$ cat config.mk
export PLATFORM = sky130hd
export DESIGN_NAME = result_collector_flat
export DESIGN_NICKNAME = d
export VERILOG_FILES = /design/src/rtl/result_collector_pkg.sv /design/src/rtl/result_collector_if.sv /design/src/rtl/result_collector_res_fmt.sv /design/src/rtl/result_collector.sv /design/src/flat_wrapper.sv
export SDC_FILE = /design/constraint.sdc
export NUM_CORES = 1
export LEC_CHECK = 0
export BUFFER_PORTS_ARGS = -buffer_cell sky130_fd_sc_hd__buf_2
export CORE_UTILIZATION = 40
export DETAILED_ROUTE_END_ITERATION = 8
export SETUP_SLACK_MARGIN = 0.4
export SLEW_MARGIN = 20
export SYNTH_ARGS = -nofsm -noshare
export SYNTH_HDL_FRONTEND = slang
export SYNTH_HIERARCHICAL = 1
export SYNTH_SLANG_ARGS = --single-unit
$ cat constraint.sdc
create_clock -name clk -period 4.2 [get_ports clk]
set_clock_uncertainty 0.15 [all_clocks]
set_input_delay 0.84 -clock clk [delete_from_list [all_inputs] [get_ports clk]]
set_output_delay 0.84 -clock clk [all_outputs]
set_load 0.01 [all_outputs]
$ cat src/rtl/result_collector_pkg.sv
// Shared definitions for the result collector: mode encodings, source codes,
// FSM states and the held/pending entry layout.
package result_collector_pkg;

   // Mode inputs packed as {mode_mul, mode_div, mode_sqr}
   localparam logic [2:0] MODE_ALU = 3'b000;
   localparam logic [2:0] MODE_MUL = 3'b100;
   localparam logic [2:0] MODE_DIV = 3'b010;
   localparam logic [2:0] MODE_SQR = 3'b001;

   typedef enum logic [1:0] {
      SRC_ALU = 2'b00,
      SRC_MUL = 2'b01,
      SRC_DIV = 2'b10,
      SRC_SQR = 2'b11
   } src_t;

   typedef enum logic [1:0] {
      ST_IDLE      = 2'b00,
      ST_HOLD      = 2'b01,
      ST_HOLD_FULL = 2'b10
   } state_t;

   typedef struct packed {
      src_t       src;
      logic [7:0] res;
   } entry_t;

   // True for the four legal one-hot-or-zero mode patterns
   function automatic logic mode_valid(input logic [2:0] mode);
      return (mode == MODE_ALU) || (mode == MODE_MUL) ||
             (mode == MODE_DIV) || (mode == MODE_SQR);
   endfunction

   // Source selected by a legal mode; invalid modes map to ALU and must be
   // qualified with mode_valid()
   function automatic src_t mode_src(input logic [2:0] mode);
      case (mode)
         MODE_MUL: return SRC_MUL;
         MODE_DIV: return SRC_DIV;
         MODE_SQR: return SRC_SQR;
         default:  return SRC_ALU;
      endcase
   endfunction

endpackage

$ cat src/rtl/result_collector_if.sv
// Bundle of execution-unit results, display handshake and status lines.
interface result_collector_if;
   logic       mode_mul;
   logic       mode_div;
   logic       mode_sqr;
   logic       alu_done;
   logic [4:0] alu_res;
   logic       mul_done;
   logic [7:0] mul_res;
   logic       div_done;
   logic [7:0] div_res;
   logic       sqr_done;
   logic [3:0] sqr_res;
   logic       out_ack;
   logic       err_clr;
   logic [7:0] out_result;
   logic [1:0] out_src;
   logic       out_valid;
   logic       busy;
   logic       err_sticky;

   // Controller / units / display side
   modport master (
      output mode_mul, mode_div, mode_sqr,
      output alu_done, alu_res, mul_done, mul_res,
      output div_done, div_res, sqr_done, sqr_res,
      output out_ack, err_clr,
      input  out_result, out_src, out_valid, busy, err_sticky
   );

   // Collector side
   modport slave (
      input  mode_mul, mode_div, mode_sqr,
      input  alu_done, alu_res, mul_done, mul_res,
      input  div_done, div_res, sqr_done, sqr_res,
      input  out_ack, err_clr,
      output out_result, out_src, out_valid, busy, err_sticky
   );
endinterface

$ cat src/rtl/result_collector_res_fmt.sv
// Combinational formatter turning a raw unit result (zero-extended to 8 bits)
// into the 8-bit display format of its source.
module res_fmt
   import result_collector_pkg::*;
(
   input  src_t       src,
   input  logic [7:0] raw,
   output logic [7:0] res
);

   // Per-source formatting; the divider delivers its bits in reverse order
   always_comb begin
      // NOTE: default assignment first so no path leaves res unassigned (no latch).
      res = raw;
      case (src)
         SRC_ALU: res = {3'b000, raw[4:0]};
         SRC_SQR: res = {4'b0000, raw[3:0]};
         SRC_DIV: for (int i = 0; i < 8; i++) res[i] = raw[7-i];
         default: res = raw;
      endcase
   end

endmodule

$ cat src/rtl/result_collector.sv
// Collects results from four execution units, holds one for the display
// with a one-entry pending buffer behind it, and flags protocol errors.
module result_collector
   import result_collector_pkg::*;
(
   input logic               clk,
   input logic               rst,
   result_collector_if.slave bus
);

   logic [7:0] fmt_alu, fmt_mul, fmt_div, fmt_sqr;
   logic [2:0] mode;
   logic [3:0] done_vec;
   logic [3:0] sel_mask;
   src_t       sel;
   logic       accept;
   logic       bad_done;
   logic       drop;
   entry_t     cand;
   state_t     state;
   entry_t     pend;

   res_fmt u_fmt_alu (.src(SRC_ALU), .raw({3'b000, bus.alu_res}),  .res(fmt_alu));
   res_fmt u_fmt_mul (.src(SRC_MUL), .raw(bus.mul_res),            .res(fmt_mul));
   res_fmt u_fmt_div (.src(SRC_DIV), .raw(bus.div_res),            .res(fmt_div));
   res_fmt u_fmt_sqr (.src(SRC_SQR), .raw({4'b0000, bus.sqr_res}), .res(fmt_sqr));

   assign mode = {bus.mode_mul, bus.mode_div, bus.mode_sqr};
   assign sel  = mode_src(mode);

   // Decide which done is accepted, which are stray, and build the candidate
   always_comb begin
      done_vec           = '0;
      done_vec[SRC_ALU]  = bus.alu_done;
      done_vec[SRC_MUL]  = bus.mul_done;
      done_vec[SRC_DIV]  = bus.div_done;
      done_vec[SRC_SQR]  = bus.sqr_done;
      sel_mask           = 4'b0001 << sel;
      accept             = 1'b0;
      bad_done           = |done_vec;
      if (mode_valid(mode)) begin
         accept   = |(done_vec & sel_mask);
         bad_done = |(done_vec & ~sel_mask);
      end
      cand.src = sel;
      case (sel)
         SRC_MUL: cand.res = fmt_mul;
         SRC_DIV: cand.res = fmt_div;
         SRC_SQR: cand.res = fmt_sqr;
         default: cand.res = fmt_alu;
      endcase
   end

   // A full buffer with no ack has nowhere to put a new result
   assign drop = accept && !bus.out_ack && (state == ST_HOLD_FULL);

   // Hold/pending FSM with registered display outputs and error flag
   always_ff @(posedge clk or posedge rst) begin
      if (rst) begin
         // NOTE: pending buffer is reset too, so nothing stale survives a reset.
         state          <= ST_IDLE;
         pend           <= '0;
         bus.out_result <= '0;
         bus.out_src    <= SRC_ALU;
         bus.out_valid  <= 1'b0;
         bus.busy       <= 1'b0;
         bus.err_sticky <= 1'b0;
      end else begin
         // NOTE: non-blocking everywhere here; every register sees pre-edge values.
         if (bad_done || drop)
            bus.err_sticky <= 1'b1;
         else if (bus.err_clr)
            bus.err_sticky <= 1'b0;

         case (state)
            ST_IDLE: begin
               if (accept) begin
                  bus.out_result <= cand.res;
                  bus.out_src    <= cand.src;
                  bus.out_valid  <= 1'b1;
                  bus.busy       <= 1'b1;
                  state          <= ST_HOLD;
               end
            end
            ST_HOLD: begin
               if (bus.out_ack && accept) begin
                  bus.out_result <= cand.res;
                  bus.out_src    <= cand.src;
               end else if (bus.out_ack) begin
                  bus.out_valid  <= 1'b0;
                  bus.busy       <= 1'b0;
                  state          <= ST_IDLE;
               end else if (accept) begin
                  pend           <= cand;
                  state          <= ST_HOLD_FULL;
               end
            end
            ST_HOLD_FULL: begin
               if (bus.out_ack) begin
                  bus.out_result <= pend.res;
                  bus.out_src    <= pend.src;
                  if (accept)
                     pend  <= cand;
                  else
                     state <= ST_HOLD;
               end
            end
            default: begin
               state         <= ST_IDLE;
               bus.out_valid <= 1'b0;
               bus.busy      <= 1'b0;
            end
         endcase
      end
   end

endmodule

$ cat src/flat_wrapper.sv
// flat-port wrapper written by rule: the top's interface ports become plain ports
module result_collector_flat import result_collector_pkg::*;
  (clk, rst, bus_mode_mul, bus_mode_div, bus_mode_sqr, bus_alu_done, bus_alu_res, bus_mul_done, bus_mul_res, bus_div_done, bus_div_res, bus_sqr_done, bus_sqr_res, bus_out_ack, bus_err_clr, bus_out_result, bus_out_src, bus_out_valid, bus_busy, bus_err_sticky);
  result_collector_if bus_i ();
  input logic clk;
  input logic rst;
  input wire logic [$bits(bus_i.mode_mul)-1:0] bus_mode_mul;
  input wire logic [$bits(bus_i.mode_div)-1:0] bus_mode_div;
  input wire logic [$bits(bus_i.mode_sqr)-1:0] bus_mode_sqr;
  input wire logic [$bits(bus_i.alu_done)-1:0] bus_alu_done;
  input wire logic [$bits(bus_i.alu_res)-1:0] bus_alu_res;
  input wire logic [$bits(bus_i.mul_done)-1:0] bus_mul_done;
  input wire logic [$bits(bus_i.mul_res)-1:0] bus_mul_res;
  input wire logic [$bits(bus_i.div_done)-1:0] bus_div_done;
  input wire logic [$bits(bus_i.div_res)-1:0] bus_div_res;
  input wire logic [$bits(bus_i.sqr_done)-1:0] bus_sqr_done;
  input wire logic [$bits(bus_i.sqr_res)-1:0] bus_sqr_res;
  input wire logic [$bits(bus_i.out_ack)-1:0] bus_out_ack;
  input wire logic [$bits(bus_i.err_clr)-1:0] bus_err_clr;
  output wire logic [$bits(bus_i.out_result)-1:0] bus_out_result;
  output wire logic [$bits(bus_i.out_src)-1:0] bus_out_src;
  output wire logic [$bits(bus_i.out_valid)-1:0] bus_out_valid;
  output wire logic [$bits(bus_i.busy)-1:0] bus_busy;
  output wire logic [$bits(bus_i.err_sticky)-1:0] bus_err_sticky;
  assign bus_i.mode_mul = bus_mode_mul;
  assign bus_i.mode_div = bus_mode_div;
  assign bus_i.mode_sqr = bus_mode_sqr;
  assign bus_i.alu_done = bus_alu_done;
  assign bus_i.alu_res = bus_alu_res;
  assign bus_i.mul_done = bus_mul_done;
  assign bus_i.mul_res = bus_mul_res;
  assign bus_i.div_done = bus_div_done;
  assign bus_i.div_res = bus_div_res;
  assign bus_i.sqr_done = bus_sqr_done;
  assign bus_i.sqr_res = bus_sqr_res;
  assign bus_i.out_ack = bus_out_ack;
  assign bus_i.err_clr = bus_err_clr;
  assign bus_out_result = bus_i.out_result;
  assign bus_out_src = bus_i.out_src;
  assign bus_out_valid = bus_i.out_valid;
  assign bus_busy = bus_i.busy;
  assign bus_err_sticky = bus_i.err_sticky;
  result_collector u_core (.clk(clk), .rst(rst), .bus(bus_i));
endmodule
* After elaboration in Yosys (flattened, before gate mapping)
Cells that the tools add are included.
Word-level totals: bits in registers 24, input bits 36
Operators by class: equality and inequality tests 16, shift-type cells 1, multiplexer cells 30, bitwise logic cells 4, reduce and logical (&&, ||, !) cells 20
Operator list (number):
- one-hot mux 8 bit (3 select lines) | 2
- 2-to-1 mux 10 bit | 4
- 2-to-1 mux 8 bit | 3
- one-hot mux 10 bit (2 select lines) | 1
- 2-to-1 mux 2 bit | 9
- one-hot mux 2 bit (3 select lines) | 3
- AND reduction 4 bit | 3
- OR reduction 4 bit | 3
- != test 2 bit, second input constant | 5
- AND 4 bit | 2
- 2-to-1 mux 1 bit | 7
- equality test 2 bit, second input constant | 3
- AND reduction 5 bit | 1
- equality test 2 x 1 -> 1 bit, second input constant | 2
- logical OR 1 bit | 4
- != test 2 x 1 -> 1 bit, second input constant | 2
- inverter 4 bit | 1
- nonzero test 2 bit | 2
- << shifter 1 x 2 -> 4 bit, first input constant | 1
- equality test 3 x 1 -> 1 bit, second input constant | 1
- equality test 3 x 2 -> 1 bit, second input constant | 1
- equality test 3 bit, second input constant | 1
- logical AND 1 bit | 3
- logical NOT 3 bit | 1
- other kinds (6) | 6

* Longest topological paths before layout
Gate-level depths: netlist (run 1).
word-level depth 10, depth in mapped cells 7, mapped depth without buffers 6

* Cells and area by module
Netlist (run 1), hierarchy kept.
By module, submodules not included:
- result_collector | instances 1, cells each 157, area an instance 1604.0 um2, sequential area each 600.6 um2
- res_fmt | instances 4, cells each 12, area an instance 137.6 um2, sequential area each 0.0 um2

* Worst setup path after synthesis (run 1)
Ideal clock, no wire load.
kind in2reg, from input port bus_mode_mul, to register u_core.bus.out_result[0], library setup time 125 ps, arrival 2256 ps, data required time 3925 ps, path slack 1669 ps, stages on the path 6, path buffers 2, cell sequence buf_4 -> mux2_4 -> a211oi_4 -> o31a_2 -> buf_6 -> mux2_2
On the way: word-level cells in the longest chain between the ends 9, elaborated cells between the ends (all ways) 23
Ends and longest elaborated chain:
- start, declared | line flat_wrapper.sv:7 | input wire logic [$bits(bus_i.mode_mul)-1:0] bus_mode_mul;
- equality test 3 x 1 -> 1 bit (tied with other cells) | line result_collector_pkg.sv:32, result_collector_pkg.sv:38
- one-hot mux 2 bit (3 select lines) | line result_collector_pkg.sv:38 | case (mode)
- << shifter 1 x 2 -> 4 bit | line result_collector.sv:38 | sel_mask = 4'b0001 << sel;
- AND 4 bit | line result_collector.sv:42 | accept = |(done_vec & sel_mask);
- OR reduction 4 bit | line result_collector.sv:42
- 2-to-1 mux 1 bit | line result_collector.sv:41 | if (mode_valid(mode)) begin
- logical AND 1 bit | line result_collector.sv:86 | if (bus.out_ack && accept) begin
- != test 2 x 1 -> 1 bit (no source line)
- AND reduction 4 bit (no source line)
- end signal, assigned | line result_collector.sv:78 | bus.out_result <= cand.res;
- end signal, assigned | line result_collector.sv:87 | bus.out_result <= cand.res;
- end signal, assigned | line result_collector.sv:100 | bus.out_result <= pend.res;
- end, declared | line result_collector_if.sv:37 | output out_result, out_src, out_valid, busy, err_sticky
Parallel ways exist; a longest one is shown, timed or not. The select of a mux whose other input is x is not followed. A chain may end at the register's enable or synchronous reset.

* Final worst setup path (run 1)
from input port bus_mode_mul, to register u_core.bus.out_result[5]
The elaborated chain is that of the path after synthesis.

==> results.ini, run 1 <==
[min_path]
hp-start = u_core/bus.out_result[6]
hold_depth = 1
hold_class = flop to flop
min_to = u_core/bus.out_result[6]

[detailed_routing]
highest_layer = met4
wl_met2_um = 2150
viasPerCell = 4.92
drt-met1-wl_um = 2010
vias = 1687
drt_iter0_markers = 76
drc = 0
wl_per_cell_um = 12.7
postRouteAntennaNets = 0
met3_length_um = 157
firstDrtPassIters = 4
drt_wl_total_um = 4350

[place]
dpl.hpwl_um = 3490
dp_slack_ns = 1.25
portBuffers = 48
gp_congestion = 0.729

[worst_setup_path]
worstPathMaxFanout = 26
rr_worst_depth = 5
r2r-end = u_core/pend[4]
cp.arrival_ns = 2.66
regToRegSetupSlack_ns = 2.08
crit-reg2reg-launch = u_core/state[1]
path_class = input port to flop
path_buf_inv = 1
cp-start-kind = input port
cp.required_ns = 4.19
cp-end-kind = flop
critPathLaunch = bus_mode_mul
slowest_delay_ns = 0.40
crit_family = compound AO/OA/AOI/OAI gates
cp_slowest_cell = a211oi_4
crit_chain = buf_2, mux2_4, a211oi_4, o31a_2, mux2_2

[yosys]
synth_cells = 205
ys_warn_count = 6
synth_area_leaders = dfrtp_1 28%, mux2_4 12%, mux2_2 11%, a22o_2 7.4%, o221ai_1 2.8%
ys_seq_area_frac = 0.279
synth.avg_cell_area_um2 = 10.5
async_flop_share = 1.00
synth_top_area_cell = dfrtp_1
ys.flop_type = dfrtp_1
ys_types = 44
yosysTopAreaCellShare = 0.279
synth_area_um2 = 2150
synth-edff-count = 0
synth_seq_cells = 24

[cells_and_area]
antenna_cells = 0
nNetsFinal = 311
drive_gt1_frac = 0.484
utilization = 0.493
syn_to_final_growth_pct = 17.7
layout_common_cells = 48 x buf_2, 34 x conb_1, 24 x dfrtp_1
final_common_cell = buf_2

[power_and_ir_drop]
p_total_w = 0.000864
p_leak_nw = 1.20
powerDensity_nw_per_um2 = 341
irDropWorstVdd_uv = 163

[floorplanning]
rows = 26
fp.dieW_um = 75.4
initial_utilization = 0.419
core_um2 = 5140
die_h_um = 75.4
ios = 49
die_area_um2 = 5680

[clock_tree]
cts_resized = 0
hold_buffers = 0
post-cts-setup-buffer-count = 0
cts_buffers = 3
clock-root-buffer = clkbuf_8
clockBufferDepth = 2
clk_pin_slew_ns = 0.07
cts_htree_levels = 1
cts.sinks = 24
cts_tree = done
clk_latency_ns = 0.26

[sta]
finalWorstSetupSlack_ns = 1.54
rsz0062_at_grt = false
finalSetupTns_ns = 0
min_period_ns = 2.66
relSlewSlack = 0.398
setup_viol = 0
tightest_slew_ns = 0.902
maxSlewViolCount = 0
whs_ns = 0.353
fmax_mhz = 376
finalCritPeriodShare = 0.634
hold_viol = 0

[global_routing]
grt_first_pass_wirelength_um = 6910
grt_max_degree = 27
grtUsageTotal = 0.163
grt_pass1_vias = 1475
grt.overflow.total = 0
antenna_found_initial = 0

[run]
drv_cap = 0

[status]
status = complete, no violations

==> power by group <==
part           switching (W)  internal, W  leakage (nW)
registers          0.0000501     0.000330         0.293
clock network      0.0000660    0.0000640        0.0216
logic               0.000157     0.000197         0.888
==> layer usage <==
layer | global-route usage | vias to the layer above
met5 | 0 | -
met4 | 0.0185 | 0
met3 | 0.0317 | 2
met2 | 0.281 | 32
met1 | 0.219 | 781
li1 | - | 872
==> synthesized netlist by cell type (2+ instances only) <==
master / instances
buf_1: 2
a211oi_1: 6
conb_1: 2
buf_4: 4
or2_2: 6
o221ai_1: 7
a221oi_1: 2
nor2b_4: 4
buf_2: 2
dfrtp_1: 24
o211ai_1: 2
nand2_1: 11
nor2b_1: 5
o31ai_1: 6
a21oi_1: 3
inv_1: 9
a22o_2: 16
and4bb_2: 2
mux2_2: 22
mux2_4: 17
mux2i_1: 2
a31oi_1: 2
nor4bb_1: 2
clkbuf_1: 3
buf_6: 5
or4b_2: 5
nor2_1: 12
nand2b_1: 3
and2b_2: 4
==> area by class of cell <==
cell class / count / area [um2]
Clock buffer: 3 / 41.3
Fill cell: 530 / 2600
Inverter: 9 / 33.8
Multi-Input combinational cell: 188 / 1530
Sequential cell: 24 / 601
Tap cell: 70 / 87.6
Timing Repair Buffer: 49 / 248
==> kinds of logic (layout without fill, tap and decap cells) <==
family / Yosys count / count (layout) / share of synthesized area
and+or+nand+nor: 58 / 58 / 0.184
buffers and inverters: 25 / 61 / 0.0691
muxes: 41 / 41 / 0.243
DFF: 24 / 24 / 0.279
other: 2 / 34 / 0.00349
AOI/OAI and AO/OA: 53 / 53 / 0.214
xor gates and xnor gates: 2 / 2 / 0.00813
==> sequential cells by signal (all words and copies together), names as in the netlist <==
signal and cells:
u_core/bus.busy 1, u_core/bus.err_sticky 1, u_core/bus.out_result 8, u_core/bus.out_src 2, u_core/pend 10, u_core/state 2
==> through the flow <==
step / cell area (um2) / cells
after floorplan: 2270 / 237
final: 2540 / 343
after global placement: 2490 / 340
after CTS: 2540 / 343
after detailed placement: 2490 / 340
after global routing: 2540 / 343
==> worst max-delay path by stage <==
stage | cells past startpoint | slack, ns | end
2_1_floorplan | 6 | 1.67 | u_core/bus.out_result[0]
3_3_place_gp | 5 | 1.28 | u_core/bus.out_result[3]
3_5_place_dp | 5 | 1.25 | u_core/bus.out_result[5]
4_1_cts | 5 | 1.53 | u_core/bus.out_result[5]
5_1_grt | 5 | 1.41 | u_core/bus.out_result[5]
6_report | 5 | 1.54 | u_core/bus.out_result[5]
==> worst reg2reg max path, delay by kind of cell (launching register included) <==
kind / cells / cell delay (ns)
buffers and inverters: 1 / 0.20
flip-flops: 1 / 0.47
multiplexers: 1 / 0.40
AO/OA/AOI/OAI: 1 / 0.51
AND/OR/NAND/NOR: 2 / 0.27
Power figures use the tool's default switching activity.
==> inputs of run 2 (changes only) <==
ABC_AREA = 1   (was default)
clock period = 2.6 ns   (was 4.2 ns; I/O delays follow)
==> results.ini, run 2 <==
[clock_tree]
clk_pin_slew_ns = 0.08  ; about the same
clock-root-buffer = clkbuf_8
cts_buffers = 3  ; unchanged
post-cts-setup-buffer-count = 0  ; unchanged
cts_tree = done
clockBufferDepth = 2  ; unchanged
cts.sinks = 24  ; unchanged
cts_resized = 0  ; unchanged
clk_latency_ns = 0.26  ; about the same
hold_buffers = 0  ; unchanged
cts_htree_levels = 1  ; unchanged

[cells_and_area]
drive_gt1_frac = 0.232  ; -0.251
antenna_cells = 0  ; unchanged
syn_to_final_growth_pct = 18.2
nNetsFinal = 472  ; +52%
layout_common_cells = 155 x nand2_1, 57 x nand3_1, 48 x buf_2
largest_reg_flops = 10  ; unchanged
final_cells = 505  ; +47%
largest_registers = u_core/pend (10), u_core/bus.out_result (8)
largest-register = u_core/pend
final_common_cell = nand2_1
stdcell_area_um2 = 2650  ; +4.6%

[yosys]
async_flop_share = 1.00  ; unchanged
synth.most_common_cell = nand2_1
synth_area_leaders = dfrtp_1 27%, nand2_1 26%, nand3_1 13%, nand3_2 4.9%, inv_1 4.0%
ys_seq_area_frac = 0.268  ; -0.0112
ys_warn_count = 6  ; unchanged
synth.avg_cell_area_um2 = 6.25  ; -41%
synth_cells = 359  ; +75%
synth.top_cells.by_count = 155 x nand2_1, 57 x nand3_1, 24 x dfrtp_1, 24 x inv_1, 21 x nor2_1
synth-edff-count = 0  ; unchanged
synth_area_um2 = 2240  ; +4.2%
yosysTopAreaCellShare = 0.268  ; -0.0112
ys.flop_type = dfrtp_1
synth_top_area_cell = dfrtp_1
ys_types = 26  ; -41%
synth_seq_cells = 24  ; unchanged

[worst_setup_path]
regToRegSetupSlack_ns = 0.73  ; -1.35 ns
cp-end-kind = flop
worstPathMaxFanout = 12  ; -54%
cp.arrival_ns = 2.04  ; -0.62 ns
path_class = input port to flop
cp-start-kind = input port
cp.required_ns = 2.66  ; -1.53 ns

[sta]
hold_viol = 0  ; unchanged
finalWorstSetupSlack_ns = 0.618  ; -0.920 ns
fmax_mhz = 505
min_period_ns = 1.98
finalSetupTns_ns = 0  ; unchanged
rsz0062_at_grt = false
finalCritPeriodShare = 0.762
whs_ns = 0.133  ; -0.220 ns
maxSlewViolCount = 0  ; unchanged
setup_viol = 0  ; unchanged

[power_and_ir_drop]
powerDensity_nw_per_um2 = 497  ; +46%
irDropWorstVdd_uv = 354  ; +120%
p_leak_nw = 1.57  ; +31%
netSwitchingPower_w = 0.000487  ; +78%
switching_share = 0.369  ; +0.0525
clkPwrFrac = 0.190  ; +0.040
p_int_w = 0.000833  ; +41%
combPwrFrac = 0.379  ; -0.031
seqPwrFrac = 0.431  ; -0.008

[place]
dp_slack_ns = 0.349  ; -0.901 ns
placed_area_um2 = 2600  ; +4.2%
place_inst = 501  ; +47%
dpl.hpwl_um = 4140  ; +19%
portBuffers = 48  ; unchanged
gp_congestion = 0.821  ; +13%

[floorplanning]
die_h_um = 76.9  ; +2.0%
ios = 49  ; unchanged
fp.dieW_um = 76.9  ; +2.0%
initial_utilization = 0.426  ; +0.00674
rows = 26  ; unchanged
core_um2 = 5270  ; +2.5%
die_area_um2 = 5920  ; +4.1%

[global_routing]
grt_max_degree = 25  ; -7.4%
grt_first_pass_wirelength_um = 8930  ; +29%
grt_pass1_vias = 2017  ; +37%
grtUsageTotal = 0.184  ; +0.0209
grt.overflow.total = 0  ; unchanged
antenna_found_initial = 0  ; unchanged

[min_path]
hold_class = input port to asynchronous set/reset pin

[detailed_routing]
vias = 2261  ; +34%
wl_per_cell_um = 10.2  ; -20%
drc = 0  ; unchanged
viasPerCell = 4.48  ; -9.0%
postRouteAntennaNets = 0  ; unchanged
firstDrtPassIters = 4  ; unchanged
drt_iter0_markers = 143  ; +88%
drt_wl_total_um = 5140  ; +18%

[status]
status = complete, no violations

[run]
drv_cap = 0  ; unchanged

==> run 2: cell count changes in the layout (fill, tap and decap cells not counted), moves of 7 or more <==
cell and change:
nor2_1 +9, mux2_2 -22, nand3_2 +11, inv_2 +12, nand3_1 +57, mux2_4 -17, o221ai_1 -7, inv_1 +15
a22o_2 -16, nand2_1 +144, o21ai_0 +12
==> run 2: cells by family (layout without fill, tap and decap cells) <==
group,Yosys count,after routing,share of synthesized area
simple gates,266,266,0.566
other cells,2,34,0.00335
buf+inv,50,94,0.119
flops,24,24,0.268
compound gates,17,17,0.0435
==> run 2: per-stage QoR <==
stage | util | total power, W
finish | 0.504 | 0.00132
global route | 0.504 | 0.00144
CTS | 0.504 | 0.00133
detailed placement | 0.493 | 0.00107
global placement | 0.493 | 0.00107
floorplan | - | 0.000933
==> run 2: critical path: stages <==
cell and delay (ns):
buf_2 0.17, inv_2 0.12, nand3_2 0.23, nand2_2 0.20, clkinv_2 0.10, nand2_2 0.16
nand3_4 0.23, nand2_4 0.19, nand2_1 0.07, nand2_1 0.06
==> run 2: per-layer routing <==
metal	up-vias	global-route usage	part of all wire
met5	-	0	0
met3	0	0.0321	0.042
met4	0	0.0173	0
li1	1250	-	-
met2	44	0.303	0.46
met1	967	0.259	0.50
==> run 2: power by group through the flow <==
stage,sequential (W),combinational (W),clock [W]
after floorplan,0.000600,0.000333,0
after global placement,0.000575,0.000492,0
after detailed placement,0.000579,0.000495,0
after CTS,0.000571,0.000498,0.000261
after global routing,0.000589,0.000571,0.000279
final,0.000569,0.000500,0.000250
==> run 2: path summary, 6_finish.rpt <==
path                                 start                       end  cells after the start
setup / recovery              bus_mode_mul     u_core/bus.out_src[0]                     10
setup reg to reg           u_core/state[1]            u_core/pend[7]                     10
max in group asynchronous              rst  u_core/bus.out_result[0]                      3
hold reg to reg             u_core/pend[5]            u_core/pend[5]                      2
min in group clk            u_core/pend[5]            u_core/pend[5]                      2
hold / removal                         rst           u_core/state[0]                      3
==> run 2: cell type report <==
| type | instances | area (um2) |
|---|---|---|
| flip-flops and latches | 24 | 601 |
| fillers | 584 | 2620 |
| repair buffers | 52 | 270 |
| multi-input cells | 317 | 1500 |
| clock buffers | 4 | 55.1 |
| inverters | 38 | 144 |
| well taps | 70 | 87.6 |
